### src/rtl/enc_ctrl_fsm.sv
// Encoder control FSM: sequences record, data, and tail phases of one block and drives datapath enables.
// Optional build macro ENC_CTRL_ABORT_EN adds an abort input that returns the FSM to INIT.
module enc_ctrl_fsm #(
  parameter int LEN_W     = 12,
  parameter int TAIL_LEN  = 3,
  parameter int VALID_DLY = 1
) (
  input  logic             clock,
  input  logic             aclr_n,
  input  logic             cbs_ready,
  input  logic             int_ready,
  input  logic             out_ready,
  input  logic [LEN_W-1:0] blk_len,
`ifdef ENC_CTRL_ABORT_EN
  input  logic             abort,
`endif
  output logic             record_en,
  output logic             delay_wen,
  output logic             delay_ren,
  output logic             counter_en,
  output logic             close_switch,
  output logic             tail_en,
  output logic             tail_mode,
  output logic             enc_en,
  output logic             tail_counter_enable,
  output logic             ready,
  output logic             out_valid,
  output logic             blk_done,
  output logic [2:0]       state,
  output logic [LEN_W-1:0] data_cnt
);

  typedef enum logic [2:0] {
    S_INIT = 3'd0, S_RECORD = 3'd1, S_WAIT_INT = 3'd2, S_OPERATE = 3'd3,
    S_LAST_OPERATE = 3'd4, S_TAIL = 3'd5, S_WAIT_TAIL = 3'd6, S_LAST_TAIL = 3'd7
  } state_t;

  state_t                 r_state, w_nxt;
  logic [LEN_W-1:0]       r_len_q, r_data_cnt;
  logic [3:0]             r_tail_cnt;
  logic [VALID_DLY-1:0]   r_vld_pipe;
  logic                   w_run, w_adv, w_abort;

`ifdef ENC_CTRL_ABORT_EN
  assign w_abort = abort && (r_state != S_INIT);
`else
  assign w_abort = 1'b0;
`endif

  // Encoding states only move forward when downstream accepts.
  assign w_run = (r_state == S_OPERATE) || (r_state == S_LAST_OPERATE) ||
                 (r_state == S_TAIL)    || (r_state == S_WAIT_TAIL);
  assign w_adv = w_run && out_ready;

  always_comb begin
    w_nxt = r_state;
    case (r_state)
      S_INIT:         if (cbs_ready) w_nxt = S_RECORD;
      S_RECORD:       w_nxt = S_WAIT_INT;
      S_WAIT_INT:     if (int_ready) w_nxt = S_OPERATE;
      S_OPERATE:      if (w_adv && r_data_cnt == r_len_q - LEN_W'(2)) w_nxt = S_LAST_OPERATE;
      S_LAST_OPERATE: if (w_adv) w_nxt = S_TAIL;
      S_TAIL:         if (w_adv) w_nxt = S_WAIT_TAIL;
      S_WAIT_TAIL:    if (w_adv && r_tail_cnt == 4'(TAIL_LEN - 1)) w_nxt = S_LAST_TAIL;
      S_LAST_TAIL:    w_nxt = S_INIT;
      default:        w_nxt = S_INIT;
    endcase
    if (w_abort) w_nxt = S_INIT;
  end

  always_ff @(posedge clock or negedge aclr_n) begin
    if (!aclr_n) r_state <= S_INIT;
    else         r_state <= w_nxt;
  end

  always_ff @(posedge clock or negedge aclr_n) begin
    if (!aclr_n) begin
      r_len_q    <= '0;
      r_data_cnt <= '0;
      r_tail_cnt <= '0;
    end else if (w_abort) begin
      r_data_cnt <= '0;
      r_tail_cnt <= '0;
    end else begin
      case (r_state)
        S_RECORD: begin
          r_data_cnt <= '0;
          // Blocks shorter than 2 bits still need one OPERATE and one LAST_OPERATE cycle.
          r_len_q    <= (blk_len < LEN_W'(2)) ? LEN_W'(2) : blk_len;
        end
        S_OPERATE: if (w_adv) r_data_cnt <= r_data_cnt + LEN_W'(1);
        S_LAST_OPERATE: begin
          r_tail_cnt <= '0;
          if (w_adv) r_data_cnt <= r_data_cnt + LEN_W'(1);
        end
        S_TAIL, S_WAIT_TAIL: if (w_adv) r_tail_cnt <= r_tail_cnt + 4'd1;
        default: ;
      endcase
    end
  end

  always_ff @(posedge clock or negedge aclr_n) begin
    if (!aclr_n) r_vld_pipe <= '0;
    else begin
      r_vld_pipe[0] <= enc_en;
      for (int i = 1; i < VALID_DLY; i++) r_vld_pipe[i] <= r_vld_pipe[i-1];
    end
  end

  always_comb begin
    record_en           = (r_state == S_RECORD);
    delay_wen           = (r_state == S_RECORD) || (r_state == S_WAIT_INT) ||
                          (r_state == S_OPERATE) || (r_state == S_LAST_OPERATE);
    delay_ren           = (r_state == S_OPERATE) && out_ready;
    tail_en             = (r_state == S_LAST_OPERATE);
    counter_en          = ((r_state == S_OPERATE) || (r_state == S_LAST_OPERATE)) && out_ready;
    close_switch        = (r_state == S_LAST_OPERATE) || (r_state == S_TAIL) ||
                          (r_state == S_WAIT_TAIL);
    tail_mode           = (r_state == S_TAIL) || (r_state == S_WAIT_TAIL) ||
                          (r_state == S_LAST_TAIL);
    tail_counter_enable = close_switch;
    ready               = (r_state == S_INIT);
    blk_done            = (r_state == S_LAST_TAIL);
    enc_en              = w_adv;
  end

  assign out_valid = r_vld_pipe[VALID_DLY-1];
  assign state     = r_state;
  assign data_cnt  = r_data_cnt;

endmodule

### config.mk
export PLATFORM = sky130hd
export DESIGN_NAME = enc_ctrl_fsm
export DESIGN_NICKNAME = d
export VERILOG_FILES = /design/src/rtl/enc_ctrl_fsm.sv
export SDC_FILE = /design/constraint.sdc
export NUM_CORES = 1
export LEC_CHECK = 0
export CAP_MARGIN = 20
export CORE_ASPECT_RATIO = 1.5
export CORE_MARGIN = 2
export CORE_UTILIZATION = 25
export CTS_BUF_LIST = sky130_fd_sc_hd__clkbuf_4 sky130_fd_sc_hd__clkbuf_8 sky130_fd_sc_hd__clkbuf_16
export DETAILED_ROUTE_END_ITERATION = 8
export SETUP_SLACK_MARGIN = 0.05
export SYNTH_ARGS = -nofsm -noshare
export SYNTH_HDL_FRONTEND = slang
export SYNTH_SLANG_ARGS = --single-unit
export TNS_END_PERCENT = 30
### constraint.sdc
create_clock -name clock -period 2.4 [get_ports clock]
set_input_delay 0.6 -clock clock [delete_from_list [all_inputs] [get_ports clock]]
set_output_delay 0.6 -clock clock [all_outputs]
set_load 0.02 [all_outputs]
==> flow_results.org <==
** Power and ir drop
- VDD IR-drop max :: slightly below 0.3 mV
- In this run the static leakage power is between 1 and 1.5 nW.
- Power spread over the standard cell area amounts to between 600 and 700 mW/mm².

** Worst setup path
- Worst R2R Path Depth :: 5
- Last element of the critical path :: delay_ren
- The worst setup path is launched from a primary input.
- Endpoint of the worst-slack reg-to-reg timing path :: state[1]
- In this run the critical register-to-register path is launched from r_len_q[1].
- Cell Chain, Critical Path :: clkdlybuf4s50_1, inv_1, nor3_1, clkdlybuf4s15_1
- The largest individual stage delay along the critical path comes from the cell sky130_fd_sc_hd__clkdlybuf4s50_1.
- Data on the critical path is required at its endpoint by between 1.5 and 2 ns.
- The worst setup path is of the in2out kind.
- The setup check on the worst reg-to-reg path leaves a slack of around 0.34 ns.
- Arrival @ worst endpoint :: between 1.5 and 2 ns
- Kind of capture point of the worst setup path :: output pin
- The most critical setup path has its startpoint at out_ready.
- Slowest Stage Delay on Critical Path :: 0.54 ns
- Of all nets on the critical path, the largest fanout is 4.

** Synth
- Ys async rst share :: 1.000
- Synthesis produced a netlist with a net count of between 200 and 250.
- Number of enable-type register cells in the synthesized netlist :: 0
- After technology mapping, the gate count stands at 220.
- Dominant synthesized flop cell :: sky130_fd_sc_hd__dfrtp_1
- Synth Cell Area :: between 0.002 and 0.0025 mm²
- Flops & latches, synth :: 32
- For this run, the register share of the synthesized area comes to 0.3922.
- After synthesis, the mean cell area works out to between 9 and 10 µm².
- The number of different library cells used by synthesis comes to 48.
- During synthesis, Yosys emitted a total of 0 warnings.

** Route
- The first TritonRoute pass finished after 4 iterations.
- Total number of vias :: ~1800
- Routed Antenna Nets :: 0
- The routed design uses 221 µm of met3 wire.
- Post-Route M1 WL :: between 2000 and 2500 µm
- Remaining DRCs :: 0
- Wires add up to ~5400 µm.
- Routed length on met2 :: around 2700 µm
- The detailed router finished its first iteration with 69 violations.
- Post-detailed-route wirelength per cell :: between 10 and 15 µm
- Top Metal Used :: met4
- Via count normalized by instance count :: 4.763

** CTS
- The H-tree generated during clock tree synthesis spans 2 levels.
- Max clock buf depth :: 2
- Clock insertion delay at the later pin of the skew report :: between 0.2 and 0.3 ns
- TritonCTS built the clock tree.
- Root cell of the clock tree :: sky130_fd_sc_hd__clkbuf_16
- Clock-pin slew was measured on the worst setup and hold paths at 0.05 ns.
- The tree built by TritonCTS fans out to 32 sinks.
- Clock buffers created by TritonCTS :: 5

** STA
- For the pin with the worst max-slew slack, the measured transition is between 0.5 and 0.6 ns.
- Setup violations remaining at the end of the flow were counted as 0.
- In this run the tightest slew margin relative to its limit is 0.6654.
- Number of pins with negative max-slew slack in the final report :: 0
- Setup repair after global routing missed its margin :: yes
- Final hold violations :: 0
- On the final layout, the worst clock skew is 0.006216 ns.
- Crit share post-route :: 0.9633
- Final-layout setup total negative slack :: 0 ns
- For this run, the top clock speed supported by timing is about 430 MHz.
- Crit path time final :: around 2.3 ns

** Cells and area
- Relative to the synthesized area, the layout overhead comes to 39.83%.
- In the final layout, the multi-input gates occupy 0.001136 mm².
- Of the cells placed in the final design, the portion with a size suffix greater than 1 is 0.1577.
- Count of fill cells added during filler insertion :: around 830
- Post-route insts no fill :: roughly 380
- Across the whole layout, storage elements account for ~800 µm².
- Number of nets in the finished design :: 300
- Most frequent standard cell in the layout excluding fill and tap cells :: sky130_fd_sc_hd__clkdlybuf4s50_1
- Final antenna diode count :: 0
- The library cells used most frequently in the layout, excluding fill and tap cells, are sky130_fd_sc_hd__clkdlybuf4s50_1 (33), sky130_fd_sc_hd__dfrtp_1 (29), sky130_fd_sc_hd__nor2_1 (21), sky130_fd_sc_hd__buf_4 (18), sky130_fd_sc_hd__xnor2_1 (15).

** GRT
- Global route overflow :: 0
- Global-route wire length before repair :: between 8000 and 9000 µm
- The number of global-route vias before repair came to 1851.
- Entering global routing, the biggest net connects 33 pins.
- Initial antenna violation count :: 0
- Global router's overall resource usage :: 0.1260

** Die
- Die Footprint :: a little under 0.009 mm²
- The initialized floorplan defines 40 standard-cell rows.
- In this run the vertical extent of the chip is between 100 and 150 µm.
- Ports :: between 40 and 50
- From left edge to right edge, the die measures ~78 µm.
- CORE AREA :: 0.007958 mm²
- Initial core utilization :: 0.2566

** Place
- Port Buffer Count :: 43
- Post-DP HPWL :: approximately 4000 µm
- Weighted congestion reported at the end of routability-driven placement :: around 0.82
- Placed insts :: about 370

** Flow run
- Maximum Capacitance Violations :: 0

** Hold path
- The worst hold path belongs to the class reg2reg.
- Worst hold path stage count :: 1
- In this run the most critical hold path is launched from r_len_q[11].

** Outcome
- The run finished with clean final reports.
## stage by stage
stage / power, mW / util / setup WS [ns] / hold slack [ns] / instance area, µm²
floorplan: 0.9844 / - / 0.08411 / 0.3044 / 2042
global placement: 1.238 / 0.3373 / -0.2101 / 0.5144 / 2684
detailed placement: 1.242 / 0.3373 / -0.2284 / 0.5280 / 2684
CTS: 1.908 / 0.3555 / 0.05514 / 0.5399 / 2829
global route: 1.982 / 0.3588 / 0.01808 / 0.5595 / 2855
finish: 1.879 / 0.3588 / 0.08813 / 0.5332 / 2855
## power by group
part	leakage [nW]	total [mW]	internal, mW	switching (mW)
registers	0.398	0.708	0.595	0.113
logic	0.789	0.517	0.260	0.257
clock network	0.0760	0.653	0.435	0.219
## final cells by class
| cell class | count | area share |
|---|---|---|
| inverters | 14 | 0.01840 |
| clock buffers | 7 | 0.05346 |
| multi-input cells | 164 | 0.3979 |
| well taps | 105 | 0.04601 |
| repair buffers | 62 | 0.2025 |
| flip-flops and latches | 32 | 0.2818 |
## critical path: cells and delay by family
kind | cells | cell delay [ns]
AND/OR/NAND/NOR | 1 | 0.17
buffers and inverters | 3 | 0.94
## cells in the mapped netlist (4+ instances only)
master                     number  area share
sky130_fd_sc_hd__dfrtp_1       32        0.39
sky130_fd_sc_hd__nor3_1         5       0.012
sky130_fd_sc_hd__nand2_1       12       0.022
sky130_fd_sc_hd__ha_1           4       0.025
sky130_fd_sc_hd__mux2i_1        4       0.020
sky130_fd_sc_hd__o21ai_0       10       0.025
sky130_fd_sc_hd__nand2b_1       4       0.012
sky130_fd_sc_hd__nor2_1        21       0.039
sky130_fd_sc_hd__xnor2_1       15       0.064
sky130_fd_sc_hd__inv_1         14       0.026
sky130_fd_sc_hd__mux2_2         8       0.044
sky130_fd_sc_hd__nand3_1        7       0.017
sky130_fd_sc_hd__nor2b_1        4       0.012
sky130_fd_sc_hd__xor2_1         8       0.034
sky130_fd_sc_hd__nor4_1         7       0.021
sky130_fd_sc_hd__a21oi_1        8       0.020
sky130_fd_sc_hd__nand4_1        7       0.021
## flip-flops by register name, summed over array words and instances (netlist names)
name and count:
r_tail_cnt 4, out_valid 1, state 3, data_cnt 12, r_len_q 12
## per-layer routing
metal / GRT usage / vias to the layer above
met1: 0.1517 / 863
met5: 0 / -
met2: 0.2201 / 59
met3: 0.02603 / 9
li1: - / 898
met4: 0.04524 / 0
## cell families (layout without fill, tap and decap cells)
| logic type | Yosys count | after routing | share of synthesized area |
|---|---|---|---|
| AOI/OAI and AO/OA | 39 | 39 | 0.1317 |
| xor gates and xnor gates | 23 | 23 | 0.09866 |
| adders and majority gates | 6 | 6 | 0.03432 |
| buffers and inverters | 24 | 83 | 0.05147 |
| DFF | 32 | 32 | 0.3922 |
| muxes | 12 | 12 | 0.06373 |
| and+or+nand+nor | 84 | 84 | 0.2279 |
## how the worst min path moves through the flow
stage | to | slack (ns)
2_1_floorplan | data_cnt[0] | 0.30
3_3_place_gp | r_len_q[11] | 0.51
3_5_place_dp | r_len_q[11] | 0.53
4_1_cts | r_len_q[11] | 0.54
5_1_grt | r_len_q[11] | 0.56
6_report | r_len_q[11] | 0.53
## timing repair
action	4_1_cts	5_1_grt
endpoints found under the setup margin	11	3
setup buffers	0	3
gates cloned	0	0
pin swaps	0	0
hold buffers	0	0
gates resized for setup	12	2
No activity file was read; power rests on OpenSTA's default activity.
==> RTL edit 1: new RTL, config.mk and constraints unchanged <==
Put one more register stage on the output `data_cnt`. The value now appears one clock later. The other outputs are not delayed to match.
--- a/src/rtl/enc_ctrl_fsm.sv
+++ b/src/rtl/enc_ctrl_fsm.sv
@@ -126,7 +126,9 @@
 
   assign out_valid = r_vld_pipe[VALID_DLY-1];
   assign state     = r_state;
-  assign data_cnt  = r_data_cnt;
+  always_ff @(posedge clock) begin
+    data_cnt <= r_data_cnt;
+  end
 
 endmodule
 
Formal check against the unedited RTL: not equivalent (Yosys sat finds a counterexample within 10 cycles, from zero or initial values).
==> RTL edit 1 against the unedited design <==
- non-clock buffer count grew 4
- via count rose by 7.1%
- cell area is 12% higher
- area after synthesis is 15% higher
- setup slack improved by 0.030 ns
- sequential cell count rose by 12
- routed wire length grew 3.7%
- largest cell class unchanged
Power is not compared: it rests on default switching activity, and its combinational part moved more than twofold at a synthesized area within 25%.
==> RTL edit 1: results (changes against the unedited design) <==
Post-synth ARST share=72.7% (-27 points); Netlist cell types=59 (+23%); syn nets=265 (+10%); vias in the first global route=2023 (+9.3%); DP Cell Count=407 (+8.8%); post-synthesis xor/xnor area fraction=8.56% (-1.3 points); Synth Instances=244 (+11%); Placed Area=3020 um^2 (+13%); met3 wire length=167 um (-24%); latest clock arrival within the worst-skew pair=0.29 ns (+0.02 ns); outcome=complete, no violations; overall routing resource usage=11.4% (-1.2 points); initial antenna violation count=0 (unchanged); Core Region=9200 um^2 (+16%); CP arrival=1.68 ns (-0.03 ns); Relative slew margins=71.1% (+4.5 points); DR iter-0 viols=85 (+23%); first-pass GRT wire length=9460 um (+5.7%); inverters=12 (-2); fraction of area in multi-input gates=37.6% (-2.2 points); skew final=0.00643 ns (+0.000212 ns); Adder-Cell Fraction of Synth Area=2.98% (-0.45 points); Final Instance Count excl. Fillers=415 (+8.1%); multi-input logic area=1200 um^2 (+5.4%); fraction of area in clock buffers and inverters=5.42% (+0.070 points); Filler Cell Count=961 (+16%); Seq/total area=32.7% (+4.5 points); Clk pin slew, worst setup/hold paths=0.07 ns (+0.02 ns); Repair and plain buffers=66 (+6.5%); Synth Area in Compound Gates=13.5% (+0.28 points); nets@finish=323 (+7.7%); most frequent cells after synthesis=dfrtp_1, nor2_1, xnor2_1; register area share after synthesis=44.3% (+5.0 points); metal2 WL=3020 um (+13%); hpwl dp=4320 um (+7.8%); met1 wire length=2230 um (-6.1%); comb_multi_in=173 (+5.5%); GP Congestion=0.759 (-7.9%); top cells by area, synth=dfrtp_1, dfxtp_1, xnor2_1; share of cells above drive strength 1=16.5% (+0.73 points); Setup WS pre-CTS=-0.170 ns (+0.0588 ns)
[RTL edit 1: repair_timing]
item	in CTS	in global routing
resized for setup	10	3
setup endpoints to repair	10	6
pin swaps	0	0
cloned	0	0
[RTL edit 1: final timing paths]
kind | slack, ns | cells past startpoint | to | from
min in group asynchronous | 0.71 | 2 | r_data_cnt[1] | aclr_n
worst min-delay path | 0.46 | 0 | data_cnt[11] | r_data_cnt[11]
worst max register to register | 0.21 | 9 | state[0] | r_len_q[2]
worst min register to register | 0.46 | 0 | data_cnt[11] | r_data_cnt[11]
max in group asynchronous | 1.38 | 2 | r_data_cnt[2] | aclr_n
worst max-delay path | 0.12 | 3 | blk_done | state[1]
[RTL edit 1: critical path: stages (launching register included)]
cell	delay, ns
dfrtp_1	0.43
buf_4	0.21
and3_1	0.16
clkdlybuf4s50_1	0.60
[RTL edit 1: layer usage]
layer / up-vias / track usage, %
li1: 984 / -
met1: 929 / 12.2
met2: 35 / 21.6
met3: 10 / 2.22
met4: 0 / 5.12
met5: - / 0
==> RTL edit 2: new RTL, same settings <==
Made on the original files. Set the parameter `LEN_W` to 6 (it was 12).
--- a/src/rtl/enc_ctrl_fsm.sv
+++ b/src/rtl/enc_ctrl_fsm.sv
@@ -1,7 +1,7 @@
 // Encoder control FSM: sequences record, data, and tail phases of one block and drives datapath enables.
 // Optional build macro ENC_CTRL_ABORT_EN adds an abort input that returns the FSM to INIT.
 module enc_ctrl_fsm #(
-  parameter int LEN_W     = 12,
+  parameter int LEN_W     = 6,
   parameter int TAIL_LEN  = 3,
   parameter int VALID_DLY = 1
 ) (
Interface: changed (resized blk_len and data_cnt); port bits go from 44 to 32. No check against the original RTL was run, so the function may have changed too.
==> RTL edit 2 against the unedited design <==
- setup slack better by 0.051 ns
- sequential share of layout area rose by 0.10 points
- clock power is 65% lower
- routed wire length shrank 42%
- total power increased by 3.3%
- sequential cell count decreased by 12
- cell area is 38% lower
- critical path type unchanged
- critical endpoint unchanged
- area after synthesis down 37%
==> RTL edit 2: results (changes against the unedited design) <==
grt met3 use=2.45% (-0.15 points); comb_multi_in=103 (-37%); P_int=0.00110 W (-15%); Clk pin slew, worst setup/hold paths=0.07 ns (+0.02 ns); hold depth=2 (+1); PostCTS Resize Cnt=8 (-4); first-pass GRT wire length=5550 um (-38%); Synth Area in Compound Gates=15.3% (+2.1 points); GP Congestion=0.762 (-7.5%); die area=5740 um^2 (-36%); Avg Vias per Cell=4.56 (-4.2%); combinational power share=57.2% (+30 points); Avg Cell Area, Syn=9.05 um^2 (-2.5%); metal2 WL=1500 um (-44%); Worst Reg-to-Reg Cells=7 (+2); share of cells above drive strength 1=14.0% (-1.8 points); Netlist cell types=45 (-6.3%); met1 wire length=1430 um (-40%); Placed Area=1730 um^2 (-36%); Adder-Cell Fraction of Synth Area=6.23% (+2.8 points); Repair and plain buffers=43 (-31%); nets@finish=196 (-35%); Relative slew margins=80.5% (+14 points); fin util=35.2% (-0.71 points); most frequent cells after synthesis=dfrtp_1, nand2_1, nor2_1; Psw=0.000840 W (+43%); vias in the first global route=1186 (-36%); outcome=complete, no violations; skew final=0.00249 ns (-0.00372 ns); inverters=10 (-4); DP Cell Count=244 (-35%); Setup WS pre-CTS=-0.150 ns (+0.0781 ns); met2 Usage GRT=20.8% (-1.2 points); fraction of area in clock buffers and inverters=2.33% (-3.0 points); overall routing resource usage=11.8% (-0.77 points); max incr delay on CP=0.51 ns (-0.03 ns); multi-input logic area=707 um^2 (-38%); post-synthesis mux area share=4.19% (-2.2 points); CTS sink count=20 (-38%); DR iter-0 viols=29 (-58%); Pwr top=combinational cells; drt wl/cell=12.6 um (-9.6%); hpwl dp=2340 um (-42%); Leak=0.859 nW (-32%); CP max FO=3 (-1); CTS buffer count=3 (-2); met1 Usage GRT=14.3% (-0.92 points)
[RTL edit 2: cell types whose count changed in the layout (fill, tap and decap cells not counted), moves of 4 or more]
cell             delta
nand4_1             -4
nand3_1             -6
dfrtp_1            -10
clkbuf_16           -5
nor4_1              -7
buf_4               -6
o21ai_0             -7
clkdlybuf4s50_1    -13
xnor2_1            -11
nor2_1              -9
inv_1               -5
mux2_2              -5
[RTL edit 2: path summary, 6_finish.rpt]
| path | slack [ns] | startpoint | end |
|---|---|---|---|
| setup / recovery | 0.14 | out_ready | delay_ren |
| hold / removal | 0.53 | r_len_q[0] | r_len_q[0] |
| setup reg to reg | 0.47 | r_len_q[1] | state[1] |
| hold reg to reg | 0.53 | r_len_q[0] | r_len_q[0] |
| max in group asynchronous | 1.49 | aclr_n | state[2] |
| min in group asynchronous | 0.68 | aclr_n | r_tail_cnt[2] |
